### src/rtl/tile_hit_judge.sv
// tile_hit_judge: game-play judge for the piano-tile game.
// Owns the beat counter that addresses the external H_check lookup and
// compares the returned h_expect (notes due by the current beat) against the
// number of correctly hit notes. Lagging play, wrong keys or an unfinished
// chart end the game as LOSE; hitting every note ends it as WIN.
//
// Optional feature macro: WRONG_KEY_PENALTY_EN
//   defined   : a wrong key costs one score point and play continues.
//   undefined : a wrong key ends the game (LOSE).
//
// Interface semantics: start, beat_tick and key_valid are single-cycle
// pulses with no back-pressure; each is acted on in the cycle it is high and
// only in the states that accept it, otherwise it is dropped. All outputs
// are registered (or decoded from registered state) and reflect an input
// pulse one cycle later.
module tile_hit_judge #(
    parameter int BEAT_MAX = 96,
    parameter int NOTE_MAX = 44,
    parameter int LAG_TOL  = 1,
    parameter int LEAD_TOL = 1
) (
    input  logic       clk,
    input  logic       rst_n,
    input  logic       start,
    input  logic       beat_tick,
    input  logic       key_valid,
    input  logic [1:0] key_col,
    input  logic [1:0] note_col,
    input  logic [5:0] h_expect,
    output logic [6:0] beat_cnt,
    output logic [5:0] hit_cnt,
    output logic [7:0] score,
    output logic       playing,
    output logic       win,
    output logic       lose,
    output logic       miss_pulse,
    output logic [1:0] state_dbg
);

    localparam logic [1:0] S_IDLE = 2'd0;
    localparam logic [1:0] S_PLAY = 2'd1;
    localparam logic [1:0] S_WIN  = 2'd2;
    localparam logic [1:0] S_LOSE = 2'd3;

    localparam logic [6:0]        BEAT_MAX_W = 7'(BEAT_MAX);
    localparam logic [5:0]        NOTE_MAX_W = 6'(NOTE_MAX);
    localparam logic [6:0]        LEAD_TOL_W = 7'(LEAD_TOL);
    localparam logic signed [6:0] LAG_TOL_S  = 7'(LAG_TOL);

    logic [1:0]        state, state_nxt;
    logic [6:0]        beat_nxt;
    logic [5:0]        hit_nxt;
    logic [7:0]        score_nxt;
    logic              miss_nxt;
    logic              wrong_lose;
    logic              lag_lose;
    logic              end_lose;
    logic signed [6:0] lag;

    // Next-state logic: the key press is resolved first, then the beat
    // boundary is judged on the post-key hit count; WIN outranks LOSE.
    always_comb begin
        state_nxt  = state;
        beat_nxt   = beat_cnt;
        hit_nxt    = hit_cnt;
        score_nxt  = score;
        miss_nxt   = 1'b0;
        wrong_lose = 1'b0;
        lag_lose   = 1'b0;
        end_lose   = 1'b0;
        lag        = '0;

        case (state)
            S_PLAY: begin
                if (key_valid) begin
                    if (key_col == note_col) begin
                        // Accept the hit unless the player is too far ahead.
                        if ({1'b0, hit_cnt} < ({1'b0, h_expect} + LEAD_TOL_W)) begin
                            hit_nxt   = hit_cnt + 6'd1;
                            score_nxt = (score == 8'hff) ? score : score + 8'd1;
                        end else begin
                            miss_nxt = 1'b1;
                        end
                    end else begin
                        miss_nxt = 1'b1;
`ifdef WRONG_KEY_PENALTY_EN
                        score_nxt = (score == 8'h00) ? score : score - 8'd1;
`else
                        wrong_lose = 1'b1;
`endif
                    end
                end

                // Signed difference: a negative value means the player is ahead.
                lag = $signed({1'b0, h_expect}) - $signed({1'b0, hit_nxt});
                if (beat_tick) begin
                    lag_lose = (lag > LAG_TOL_S);
                    end_lose = (beat_cnt == BEAT_MAX_W) && (hit_nxt != NOTE_MAX_W);
                end

                if (hit_nxt == NOTE_MAX_W) begin
                    state_nxt = S_WIN;
                end else if (wrong_lose || lag_lose || end_lose) begin
                    state_nxt = S_LOSE;
                end else if (beat_tick) begin
                    beat_nxt = beat_cnt + 7'd1;
                end
            end
            default: begin
                // IDLE, WIN and LOSE only react to start; counters hold.
                if (start) begin
                    state_nxt = S_PLAY;
                    beat_nxt  = 7'd1;
                    hit_nxt   = 6'd0;
                    score_nxt = 8'd0;
                end
            end
        endcase
    end

    // State and counter registers with synchronous active-low reset.
    always_ff @(posedge clk) begin
        if (!rst_n) begin
            state      <= S_IDLE;
            beat_cnt   <= 7'd0;
            hit_cnt    <= 6'd0;
            score      <= 8'd0;
            miss_pulse <= 1'b0;
        end else begin
            state      <= state_nxt;
            beat_cnt   <= beat_nxt;
            hit_cnt    <= hit_nxt;
            score      <= score_nxt;
            miss_pulse <= miss_nxt;
        end
    end

    // Status flags decoded from the registered state.
    always_comb begin
        playing   = (state == S_PLAY);
        win       = (state == S_WIN);
        lose      = (state == S_LOSE);
        state_dbg = state;
    end

endmodule
### config.mk
export PLATFORM = sky130hd
export DESIGN_NAME = tile_hit_judge
export DESIGN_NICKNAME = d
export VERILOG_FILES = /design/src/rtl/tile_hit_judge.sv
export SDC_FILE = /design/constraint.sdc
export NUM_CORES = 1
export LEC_CHECK = 0
export BUFFER_PORTS_ARGS = -buffer_cell sky130_fd_sc_hd__buf_2
export CAP_MARGIN = 20
export CELL_PAD_IN_SITES_DETAIL_PLACEMENT = 0
export CELL_PAD_IN_SITES_GLOBAL_PLACEMENT = 1
export CORE_ASPECT_RATIO = 0.5
export CORE_MARGIN = 1
export CORE_UTILIZATION = 37
export CTS_BUF_LIST = sky130_fd_sc_hd__clkbuf_8
export CTS_CLUSTER_SIZE = 25
export DETAILED_ROUTE_END_ITERATION = 12
export PLACE_DENSITY_LB_ADDON = 0.15
export SYNTH_ARGS = -nofsm -noshare
export SYNTH_HDL_FRONTEND = slang
export SYNTH_SLANG_ARGS = --single-unit
### constraint.sdc
create_clock -name clk -period 3.7 [get_ports clk]
set_input_delay 0 -clock clk [delete_from_list [all_inputs] [get_ports clk]]
set_output_delay 0 -clock clk [all_outputs]
set_load 0.1 [all_outputs]
==> impl_metrics.tcl <==
set metrics [dict create \
    nNetsFinal 348 \
    cp_slowest_cell "dfxtp_4" \
    cts.path.max_buffers 2 \
    dieArea_sq_um 5390 \
    drive_gt1_frac 0.348 \
    clk_pin_slew_ps 90 \
    p_leak_uw 0.00112 \
    hpwlAfterDp_microns 3880 \
    tightest_slew_ps 490 \
    ios 42 \
    die-height_microns 52.4 \
    wl_met2_microns 2250 \
    gp_congestion 0.851 \
    wl_met3_microns 152 \
    syn_inst 246 \
    die_w_microns 103 \
    dr_total_vias 1995 \
    critPathRequiredTime_ps 3900 \
    slew_headroom 0.676 \
    outcome "finished clean" \
    yosysSeqAreaShare 0.255 \
    maxCapViolations 0 \
    drc 0 \
    syn_area_sq_um 1880 \
    port_buffers 41 \
    setup_viol 0 \
    peakVddDrop_v 0.000292 \
    dr.pass1.iters 4 \
    start_util 0.406 \
    yosys_warnings 0 \
    clock_skew_ps 6.71 \
    synth.avg_cell_area_sq_um 7.65 \
    top_layer "met4" \
    path_cells "ha_4 -> o211ai_1 -> a21oi_2 -> o22ai_4 -> and2_4 -> buf_12 -> xor2_1 -> ha_2 -> inv_1 -> ha_2 -> a311oi_4 -> mux2i_2 -> nor4_4 -> a21oi_2 -> buf_6 -> or3_4 -> a21oi_2" \
    hold_viol_final 0 \
    finish.utilization 0.564 \
    antennaDiodeCount 0 \
    grt_start_max_net_pins 15 \
    postRouteAntennaNets 0 \
    root_buffer "clkbuf_8" \
    grt_pass1_wl_microns 8270 \
    cp_max_fo 8 \
    cts_made_buffers 3 \
    max_freq_mhz 281 \
    worstPathArrival_ps 3760 \
    grt_pass1_vias 1780 \
    area_delta_synth_final_pct 39.0 \
    rsz0062_at_grt "yes" \
    dr.first_iter.drc_count 48 \
    critical_path_class "reg -> reg" \
    viasPerCell 5.22 \
    hold_class "in -> reg" \
    overflow 0 \
    track_usage 0.198 \
    synth_nets 277 \
    htreeDepth 1 \
    synth_top_flop_cell "dfxtp_1" \
    wirelength_microns 5180 \
    power.density_nw_per_um2 257 \
    nFillCells 461 \
    clock_sink_count 24 \
    slew_violations 0 \
    synth_edf_count 0 \
    ys_ff_latch 24 \
    num_rows 17 \
    cpMostUsedCell "a21oi_2" \
    clkLatencyLatePin_ps 260 \
    antenna_found_initial 0 \
    synthDistinctLibCells 41 \
    async_flop_share 0 \
    wirelength_met1_microns 2730 \
    core_sq_um 4640 \
    hold_ws_ps 6.11 \
    cp-end-kind "flip-flop" \
    critPathMaxStageDelay_ps 380 \
    routedWlPerCell_microns 13.6 \
    final_common_cell "buf_2" \
    cp-start-kind "flip-flop" \
    tritoncts "done" \
    min_period_ps 3560 \
    mostFrequentLayoutCells "buf_2 (41), buf_4 (31), nor2_1 (24)" \
    period_share 0.963 \
]
layer usage:
layer,global-route usage,vias up
met1,0.282,935
met3,0.0280,6
met2,0.323,35
met5,0,-
li1,-,1019
met4,0.0282,0
final timing paths:
| check | startpoint | to | slack (ps) | depth (start not counted) |
|---|---|---|---|---|
| min reg2reg | beat_cnt[6] | beat_cnt[6] | 500 | 2 |
| max reg2reg | hit_cnt[2] | beat_cnt[3] | 140 | 17 |
| max | hit_cnt[2] | beat_cnt[3] | 140 | 17 |
| min | rst_n | state_dbg[0] | 6 | 3 |
report_power, final:
part	internal [uW]	switching, uW
clock network	145	83.6
registers	258	5.11
logic	63.7	116
total	466	205
repair_timing:
item | in CTS | in global routing
setup endpoints to repair | 0 | 6
hold buffers | 1 | 0
gates resized for setup | 0 | 20
endpoints found under the hold margin | 1 | 0
buffers inserted | 0 | 8
logic make-up (layout without fill, tap and decap cells):
family                   count (synthesis)  in the layout  share of synthesized area
AO/OA/AOI/OAI                           62             62                      0.210
XOR/XNOR                                17             17                     0.0791
adder cells (fa/ha/maj)                 16             16                      0.106
buffers and inverters                   26             96                     0.0618
flip-flops                              24             24                      0.255
multiplexers                             4              4                     0.0219
AND/OR/NAND/NOR                         97             97                      0.265
synthesized netlist by cell type (2+ instances only):
master	number	area, sq um
a21oi_1	24	120
dfxtp_1	24	480
nor2_1	24	90.1
nand3_1	18	90.1
inv_1	17	63.8
nand2_1	17	63.8
ha_1	16	200
xor2_1	10	87.6
o21ai_0	8	40.0
or3_1	8	50.1
nor3_1	7	35.0
xnor2_1	7	61.3
a211oi_1	6	45.0
clkbuf_1	6	22.5
nand4_1	6	37.5
o21ai_1	4	20.0
a21o_1	3	22.5
a31oi_1	3	18.8
and3_1	3	18.8
mux2i_1	3	30.0
nand2b_1	3	18.8
nor2b_1	3	18.8
o211ai_1	3	22.5
a21oi_2	2	17.5
and2_1	2	12.5
buf_6	2	22.5
o31ai_1	2	15.0
or4_1	2	15.0
registers in the layout, indices dropped and copies added, names as in the netlist:
name,flops
score,8
beat_cnt,7
hit_cnt,6
state_dbg,2
miss_pulse,1
final cells by class:
type,instances,area (sq um),area share
clock buffer,3,41.3,0.0158
clock inverter,1,30.0,0.0115
inverter,17,63.8,0.0244
multi-input combinational,196,1420,0.542
sequential,24,500,0.191
tap,66,82.6,0.0316
timing repair buffer,75,479,0.183
per-stage QoR:
step / power, uW / worst slack (ps) / TNS [ps] / area, sq um / cells
after global routing: 704 / -47.0 / -133 / 2620 / 382
after floorplan: 388 / 16.6 / 0 / 1940 / 246
final: 671 / 135 / 0 / 2620 / 382
after global placement: 433 / -64.7 / -266 / 2360 / 369
after detailed placement: 435 / -116 / -458 / 2360 / 369
after CTS: 663 / 93.7 / 0 / 2440 / 374
worst max-delay path, delay by kind of cell (launching register included):
family,cells,cell delay [ps]
AOI/OAI and AO/OA,6,980
xor gates and xnor gates,1,130
adders and majority gates,3,670
buffers and inverters,3,340
DFF,1,380
muxes,1,140
and+or+nand+nor,3,840
(Power assumes the default switching activity.)
